### src/rtl/xsw_pkg.sv
// Shared types and helpers for the XSwNM destination-LUT configuration controller.
package xsw_pkg;

  localparam int unsigned MAX_M     = 16;
  localparam int unsigned LUT_MAX_W = MAX_M * MAX_M;

  typedef enum logic [1:0] {
    IDLE   = 2'd0,
    DRAIN  = 2'd1,
    UPDATE = 2'd2,
    RESP   = 2'd3
  } state_e;

  // Identity routing table: entry d selects output d; result is LSB-aligned in an M*M field.
  function automatic logic [LUT_MAX_W-1:0] lut_identity(input int unsigned m);
    logic [LUT_MAX_W-1:0] lut;
    lut = '0;
    for (int unsigned d = 0; d < MAX_M; d++) begin
      if (d < m) lut = lut | (LUT_MAX_W'(1) << (d * m + d));
    end
    return lut;
  endfunction

  function automatic logic is_onehot(input logic [MAX_M-1:0] v);
    return (v != '0) && ((v & (v - MAX_M'(1))) == '0);
  endfunction

endpackage

### src/rtl/xsw_lock_tracker.sv
// Per-input occupancy lock: set by an accepted occupy beat, cleared by an accepted release beat.
module xsw_lock_tracker #(
  parameter int unsigned N = 2
) (
  input  logic         clk,
  input  logic         rst,
  input  logic [N-1:0] fire,
  input  logic [N-1:0] ocy,
  input  logic [N-1:0] rel,
  output logic [N-1:0] lock,
  output logic         all_unlocked
);

  logic [N-1:0] lock_d;

  // An unlocked input only looks at ocy, so ocy+rel on the opening beat leaves it locked.
  always_comb begin
    lock_d = (lock & ~(fire & rel)) | (~lock & fire & ocy);
  end

  always_ff @(posedge clk or posedge rst) begin
    if (rst) begin
      lock <= '0;
    end else begin
      lock <= lock_d;
    end
  end

  assign all_unlocked = ~|lock;

endmodule

### src/rtl/xsw_lut_cfg_ctrl.sv
// Run-time writer for the switch destination LUT; quiesces inputs and drains open
// occupancy bursts before each single-entry update.
module xsw_lut_cfg_ctrl
  import xsw_pkg::*;
#(
  parameter int unsigned N        = 2,
  parameter int unsigned M        = 3,
  parameter int unsigned DRAIN_TO = 255,
  localparam int unsigned LU_N    = (M > 1) ? $clog2(M) : 1
) (
  input  logic            clk,
  input  logic            rst,
  input  logic            cfg_req,
  input  logic [LU_N-1:0] cfg_dst,
  input  logic [M-1:0]    cfg_tgt,
  output logic            cfg_ack,
  output logic            cfg_err,
  output logic            busy,
  input  logic [N-1:0]    vld_us,
  output logic [N-1:0]    gnt_us,
  input  logic [N-1:0]    ocy_s,
  input  logic [N-1:0]    rel_s,
  output logic [N-1:0]    vld_sw,
  input  logic [N-1:0]    gnt_sw,
  output logic [M*M-1:0]  cfg_lut
);

  localparam int unsigned            CNT_W   = (DRAIN_TO > 1) ? $clog2(DRAIN_TO + 1) : 1;
  localparam logic [LUT_MAX_W-1:0]   ID_FULL = lut_identity(M);
  localparam logic [M*M-1:0]         ID_LUT  = ID_FULL[M*M-1:0];

  state_e           state_q, state_d;
  logic [CNT_W-1:0] cnt_q, cnt_d;
  logic [CNT_W:0]   cnt_inc;
  logic [LU_N-1:0]  dst_q, dst_d;
  logic [M-1:0]     tgt_q, tgt_d;
  logic [M*M-1:0]   lut_q, lut_d;
  logic             ack_d, err_d, busy_d;
  logic             req_ok, timeout;
  logic [N-1:0]     lock, gate, fire;
  logic             all_unlocked;

  // Input gating: unlocked inputs are held off while draining, everything during the write.
  always_comb begin
    gate = '0;
    if (state_q == DRAIN) begin
      gate = ~lock;
    end else if (state_q == UPDATE) begin
      gate = '1;
    end
  end

  assign vld_sw  = vld_us & ~gate;
  assign gnt_us  = gnt_sw & ~gate;
  assign fire    = vld_sw & gnt_sw;
  assign cfg_lut = lut_q;

  xsw_lock_tracker #(
    .N(N)
  ) u_lock (
    .clk          (clk),
    .rst          (rst),
    .fire         (fire),
    .ocy          (ocy_s),
    .rel          (rel_s),
    .lock         (lock),
    .all_unlocked (all_unlocked)
  );

  assign req_ok  = (32'(cfg_dst) < M) && is_onehot(MAX_M'(cfg_tgt));
  assign cnt_inc = {1'b0, cnt_q} + (CNT_W + 1)'(1);
  assign timeout = (DRAIN_TO != 0) && (32'(cnt_inc) == DRAIN_TO);

  // Next-state, datapath and response decode.
  always_comb begin
    state_d = state_q;
    cnt_d   = cnt_q;
    dst_d   = dst_q;
    tgt_d   = tgt_q;
    lut_d   = lut_q;
    ack_d   = 1'b0;
    err_d   = 1'b0;
    busy_d  = 1'b0;

    case (state_q)
      IDLE: begin
        if (cfg_req) begin
          dst_d = cfg_dst;
          tgt_d = cfg_tgt;
          if (req_ok) begin
            state_d = DRAIN;
            cnt_d   = '0;
          end else begin
            state_d = RESP;
            err_d   = 1'b1;
          end
        end
      end
      DRAIN: begin
        if (all_unlocked) begin
          state_d = UPDATE;
        end else begin
          cnt_d = cnt_inc[CNT_W-1:0];
          if (timeout) begin
            state_d = RESP;
            err_d   = 1'b1;
          end
        end
      end
      UPDATE: begin
        for (int unsigned d = 0; d < M; d++) begin
          if (dst_q == LU_N'(d)) lut_d[d*M +: M] = tgt_q;
        end
        state_d = RESP;
        ack_d   = 1'b1;
      end
      RESP: begin
        state_d = IDLE;
      end
      default: begin
        state_d = IDLE;
      end
    endcase

    busy_d = (state_d != IDLE);
  end

  always_ff @(posedge clk or posedge rst) begin
    if (rst) begin
      state_q <= IDLE;
      cnt_q   <= '0;
      dst_q   <= '0;
      tgt_q   <= '0;
      lut_q   <= ID_LUT;
      cfg_ack <= 1'b0;
      cfg_err <= 1'b0;
      busy    <= 1'b0;
    end else begin
      state_q <= state_d;
      cnt_q   <= cnt_d;
      dst_q   <= dst_d;
      tgt_q   <= tgt_d;
      lut_q   <= lut_d;
      cfg_ack <= ack_d;
      cfg_err <= err_d;
      busy    <= busy_d;
    end
  end

endmodule
### config.mk
export PLATFORM = sky130hd
export DESIGN_NAME = xsw_lut_cfg_ctrl
export DESIGN_NICKNAME = d
export VERILOG_FILES = /design/src/rtl/xsw_pkg.sv /design/src/rtl/xsw_lock_tracker.sv /design/src/rtl/xsw_lut_cfg_ctrl.sv
export SDC_FILE = /design/constraint.sdc
export NUM_CORES = 1
export LEC_CHECK = 0
export ABC_CLOCK_PERIOD_IN_PS = 3400
export CAP_MARGIN = 5
export CORE_ASPECT_RATIO = 1.4
export CORE_MARGIN = 4
export CORE_UTILIZATION = 50
export DETAILED_ROUTE_END_ITERATION = 16
export PLACE_DENSITY = 0.77
export SLEW_MARGIN = 20
export SYNTH_ARGS = -nofsm -noshare
export SYNTH_HDL_FRONTEND = slang
export SYNTH_SLANG_ARGS = --single-unit
### constraint.sdc
create_clock -name clk -period 3.4 [get_ports clk]
set_input_delay 0.68 -clock clk [delete_from_list [all_inputs] [get_ports clk]]
set_output_delay 0.68 -clock clk [all_outputs]
set_load 0.01 [all_outputs]
## Word-level counts from Yosys, hierarchy flattened

Cells that the tools add are included.

- Logic and storage cells: 66
- Latch bits: 0
- Bits in read-only memories: 0
- Memories: 0
- Input port bits: 16
- Memory bits (writable): 0
- Register bits after elaboration: 29
- Output and inout port bits: 16

- Equal/unequal tests: 9
- Shift-type cells: 0
- Add/sub/neg operators: 2
- Div/mod/pow operators: 0
- Magnitude comparators: 1
- Muxes and demuxes: 17
- $mul: 0
- Reduce and logical (&&, ||, !) cells: 14
- Bitwise logic cells: 12

Operators with widths:

| operator | number |
|---|---|
| $mux W8 | 3 |
| $and A3 B16 Y16 | 1 |
| $logic_not A16 Y1 | 1 |
| $pmux W8 S2 | 1 |
| $and A2 B2 Y2 | 7 |
| $mux W2 | 6 |
| $add A8 B1 Y9 const B | 1 |
| $eq A9 B8 Y1 const B | 1 |
| $pmux W2 S4 | 1 |
| $reduce_and A2 Y1 | 4 |
| $eq A2 B2 Y1 const B | 3 |
| $not A2 Y2 | 3 |
| $mux W1 | 5 |
| $eq A2 B1 Y1 const B | 2 |
| $logic_not A2 Y1 | 2 |
| $ne A2 B2 Y1 const B | 2 |
| $reduce_and A4 Y1 | 1 |
| $reduce_bool A2 Y1 | 2 |
| $sub A3 B1 Y4 const B | 1 |
| $reduce_bool A3 Y1 | 1 |
| $logic_and A1 B1 Y1 | 2 |
| $lt A2 B2 Y1 const B | 1 |
| $ne A2 B1 Y1 const B | 1 |
| $or A2 B2 Y2 | 1 |
| other kinds (2) | 2 |

## Depth between registers and ports, before layout

- Depth after elaboration: 10
- Mapped depth: 6

## By module

A second synthesis with hierarchy kept.

- Cells, all modules: 128
- Area total of the unflattened synthesis: 1397.6 µm²

Modules (own cells, without submodules):

| module | cells each | area each (µm²) | instances | seq. area each (µm²) |
|---|---|---|---|---|
| xsw_lut_cfg_ctrl | 120 | 1317.5 | 1 | 679.4 |
| xsw_lock_tracker | 8 | 80.1 | 1 | 50.0 |

## Worst setup path after synthesis

No wires, ideal clock.

- Path type: input to register
- From: in cfg_req
- To: reg cnt_q[5]
- Required time: 3.271 ns
- Arrival time: 1.532 ns
- Setup time: 0.129 ns
- Buffers on the path: 0
- Stages: 5
- Setup slack: 1.740 ns
- Cells stage by stage: nor3b_2 -> inv_2 -> o21a_2 -> o21ai_1 -> o41ai_1

- Longest elaborated chain between the ends: 2

RTL lines:

| what | RTL line | text |
|---|---|---|
| start, declared | xsw_lut_cfg_ctrl.sv:13 | `input logic cfg_req,` |
| $ne A2 B2 Y1 (no line) | - |  |
| $reduce_and A4 Y1 (no line) | - |  |
| end signal, assigned | xsw_lut_cfg_ctrl.sv:140 | `cnt_q <= cnt_d;` |
| end, declared | xsw_lut_cfg_ctrl.sv:33 | `logic [CNT_W-1:0] cnt_q, cnt_d;` |

Every way passes these cells.
A chain may end at the register's enable or synchronous reset.

## Worst setup path after layout

- From: reg state_q[0]
- To: out gnt_us[1]

- Longest elaborated chain between the ends: 5
- Elaborated cells between the ends (all ways): 6

RTL lines:

| what | RTL line | text |
|---|---|---|
| start, declared | xsw_lut_cfg_ctrl.sv:32 | `state_e state_q, state_d;` |
| start signal, assigned | xsw_lut_cfg_ctrl.sv:139 | `state_q <= state_d;` |
| $eq A2 B2 Y1 | xsw_lut_cfg_ctrl.sv:48 | `end else if (state_q == UPDATE) begin` |
| $mux W2 | xsw_lut_cfg_ctrl.sv:48 |  |
| $mux W2 (*) | xsw_lut_cfg_ctrl.sv:46 | `if (state_q == DRAIN) begin` |
| $not A2 Y2 (*) | xsw_lut_cfg_ctrl.sv:54 | `assign gnt_us = gnt_sw & ~gate;` |
| $and A2 B2 Y2 (*) | xsw_lut_cfg_ctrl.sv:54 |  |
| end, declared | xsw_lut_cfg_ctrl.sv:20 | `output logic [N-1:0] gnt_us,` |

Every way passes the cells marked *; elsewhere a longest branch is shown, timed or not.

==> reports/qor_table.md <==
| Group | Quantity | Value |
| --- | --- | --- |
| route | Overall routed net length | 2960 um |
| cts | Cell chosen for the clock root | sky130_fd_sc_hd__clkbuf_4 |
| cts | Hold bufs inserted after CTS | 0 |
| grt | Overflow after GRT | 0 |
| route | First-pass detailed-route iteration total | 4 |
| place | Post-placement setup slack | 851 ps |
| floorplan | Count of boundary I/O pins | 32 |
| sta | Highest achievable clock rate | 382 MHz |
| pwr | Worst-case vdd ir drop | 0.000455 V |
| synthesis | Number of warnings printed during yosys synthesis | 0 |
| cts | Number of sinks on the clock net | 29 |
| synthesis | Leading area contributor after synthesis | sky130_fd_sc_hd__dfrtp_1 |
| worst setup path | Type of destination of the critical path | output pin |
| worst setup path | Worst Path Class, Setup | register to output pin |
| route | Vias per cell | 5.51 |
| finish | Fraction of layout cells with a size suffix above 1 | 14.4% |
| worst setup path | Data required time of the critical path | 2720 ps |
| synthesis | Number of flip-flops and latches in the synthesized netlist | 29 |
| floorplan | Starting Density | 52.9% |
| worst setup path | Cells along the critical path | nand2b_1, o211a_1, clkdlybuf4s50_1 |
| synthesis | Largest cells by area after synthesis | sky130_fd_sc_hd__dfrtp_1 47%, sky130_fd_sc_hd__mux2_1 7.3%, sky130_fd_sc_hd__dfstp_2 5.6% |
| worst setup path | CP peak stage delay | 540 ps |
| place | Final RePlAce weighted congestion | 0.730 |
| place | Half-perimeter wire length after detailed placement | 2250 um |
| synthesis | Number of standard cells after synthesis | 122 |
| worst setup path | Startpoint types | register |
| synthesis | Share of the synthesized area in the top cell type | 46.6% |
| sta | Final critical path time including I/O delays and setup | 2620 ps |
| synthesis | Distinct cell type count after synthesis | 35 |
| route | Post-detailed-route DRC marker count | 0 |
| pwr | Sequential power share | 43.6% |
| grt | Total global routing track utilization | 19.4% |
| floorplan | Die Y | 70.6 um |
| pwr | Power density cells | 817 nW/um^2 |
| sta | Hold Violations, Final | 0 |
| route | Vias | 1079 |
| synthesis | EDFF count, synth | 0 |
| route | Detail-routed net length per standard cell | 15.1 um |
| pwr | Combinational cell fraction of total power | 41.9% |
| sta | Final critical-path setup slack | 782 ps |
| grt | Vias in the first global route | 1156 |
| sta | Final-layout worst hold slack | 501 ps |
| grt | Largest net degree at the start of global routing | 23 |
| synthesis | Syn nets | 140 |
| sta | Slew at the pin closest to its max-slew limit | 811 ps |
| floorplan | Placement row count | 22 |
| route | Post-route antenna net violation count | 0 |
| cts | TritonCTS clock tree | built |
| pwr | Leakage power | 0.000772 uW |
| min path | Hold crit path type | register to register |
| worst setup path | Total buffers and inverters traversed by the critical path | 1 |
| grt | First-pass GRT wire length | 5350 um |
| floorplan | Area of the die | 3720 sq um |
| sta | Crit share post-route | 77.0% |
| sta | RSZ-0062 raised after global routing | false |
| sta | Worst Skew | 11.1 ps |
| worst setup path | Highest net fanout along the worst path | 9 |
| status | Result of the run | finished, final reports clean |
| sta | Relative slew slack | 45.9% |
| worst setup path | Worst path arrival time | 1940 ps |
| job | Max_cap viols | 0 |
| floorplan | Die W | 52.7 um |
| cts | Post-CTS setup buffer count | 0 |
| floorplan | Std-Cell Core Area | 2640 sq um |
| cts | Largest buffer count on any clock path | 2 |
| synthesis | Fraction of registers with async set/reset | 100% |
| cts | Clock insertion delay at the later pin of the skew report | 330 ps |
| sta | Final setup fails | 0 |
| grt | Antenna violations before repair | 0 |
| pwr | Switching Power | 533 uW |
| synthesis | Top flip-flop cell by instance count after synthesis | sky130_fd_sc_hd__dfrtp_1 |
| synthesis | Sequential element share of the synthesized area | 52.2% |
| synthesis | Most instantiated cells after synthesis | 26 x sky130_fd_sc_hd__dfrtp_1, 9 x sky130_fd_sc_hd__mux2_1, 9 x sky130_fd_sc_hd__nand2_1 |
| sta | Number of max-slew violations in the final report | 0 |
| finish | Final nets | 177 |
| finish | Area of all placed cells without fillers | 1810 sq um |
| place | DP Area | 1750 sq um |
| cts | Total clock buffers created by CTS | 5 |
| finish | ANT cells | 0 |
| route | Number of design-rule violations left by the first detailed-router iteration | 16 |
| pwr | Clock group share of total power | 14.5% |
| worst setup path | Worst path top cell family by delay | buffers and inverters |
| synthesis | Netlist area before placement | 1400 sq um |
| synthesis | Average cell area after synthesis | 11.5 sq um |
| pwr | Switching share of power | 36.1% |
| cts | Maximum level of the CTS H-tree | 2 |
| place | Port buffer count | 31 |
| finish | Area growth from synthesis to layout | 29.3% |
| cts | Clock-pin transition on the worst setup and hold timing paths | 80 ps |
| synthesis | Most frequent cell after synthesis | sky130_fd_sc_hd__dfrtp_1 |
| pwr | Cell Int Power | 943 uW |
| worst setup path | Critical-path cell with the highest stage delay | sky130_fd_sc_hd__clkdlybuf4s50_1 |
| cts | Resize count post-CTS | 0 |
| sta | TNS Setup | 0 ps |
[cell families (layout without fill, tap and decap cells)]
| group | Yosys count | after routing | synth area share, % |
|---|---|---|---|
| buffers and inverters | 8 | 46 | 2.51 |
| DFF | 29 | 29 | 52.2 |
| and+or+nand+nor | 33 | 33 | 13.3 |
| xor gates and xnor gates | 6 | 6 | 3.76 |
| adders and majority gates | 2 | 2 | 1.79 |
| muxes | 14 | 14 | 11.3 |
| AOI/OAI and AO/OA | 30 | 30 | 15.1 |
[cells in the final DEF (no fill, tap or decap), drive strengths merged, types with 4 or more instances in the layout]
cell and count:
nand3 4, mux2 14, nand2b 4, nor2 6
dfrtp 26, clkdlybuf4s50 31, nand2 9, inv 6
o211a 4, o21ai 11, clkbuf 8, xor2 4
[layout make-up]
cell class                 count  area [sq um]
fill                         221           836
sequential                    29           729
multi-input combinational     85           633
timing repair buffer          32           318
clock buffer                   8          58.8
tap                           36          45.0
inverter                       6          22.5
[flip-flops by register name, indices dropped and copies added, names as in the netlist, 2 cells and up]
name	flops
cfg_lut	9
cnt_q	8
tgt_q	3
dst_q	2
state_q	2
u_lock.lock	2
[metal layers]
layer	up-vias	wire, um	GRT usage [%]
met5	-	0	0
met4	0	76	9.66
met3	8	125	5.89
met2	24	1620	32.5
met1	537	1130	21.8
li1	510	-	-
[power by group through the flow]
| stage | combinational [uW] | sequential (uW) | clock (uW) |
|---|---|---|---|
| after floorplan | 348 | 649 | 0 |
| after global placement | 600 | 637 | 0 |
| after detailed placement | 627 | 652 | 0 |
| after CTS | 630 | 644 | 220 |
| after global routing | 687 | 669 | 237 |
| final | 619 | 643 | 213 |
[per-stage QoR]
step                      instances  total power, uW  util, %
after CTS                       196             1490     68.4
after global placement          188             1240     66.1
after floorplan                 122              998        -
after global routing            196             1590     68.4
final                           196             1480     68.4
after detailed placement        188             1280     66.1
[final timing paths]
path | start | end | slack (ps) | cells after the start
max in group asynchronous | rst | cnt_q[3] | 1970 | 3
worst min-delay path | cfg_lut[3] | cfg_lut[3] | 500 | 1
worst min register to register | cfg_lut[3] | cfg_lut[3] | 500 | 1
min in group asynchronous | rst | dst_q[1] | 810 | 2
worst max-delay path | state_q[0] | gnt_us[1] | 780 | 3
worst max register to register | state_q[1] | cnt_q[5] | 1730 | 5
Power figures use the tool's default switching activity.
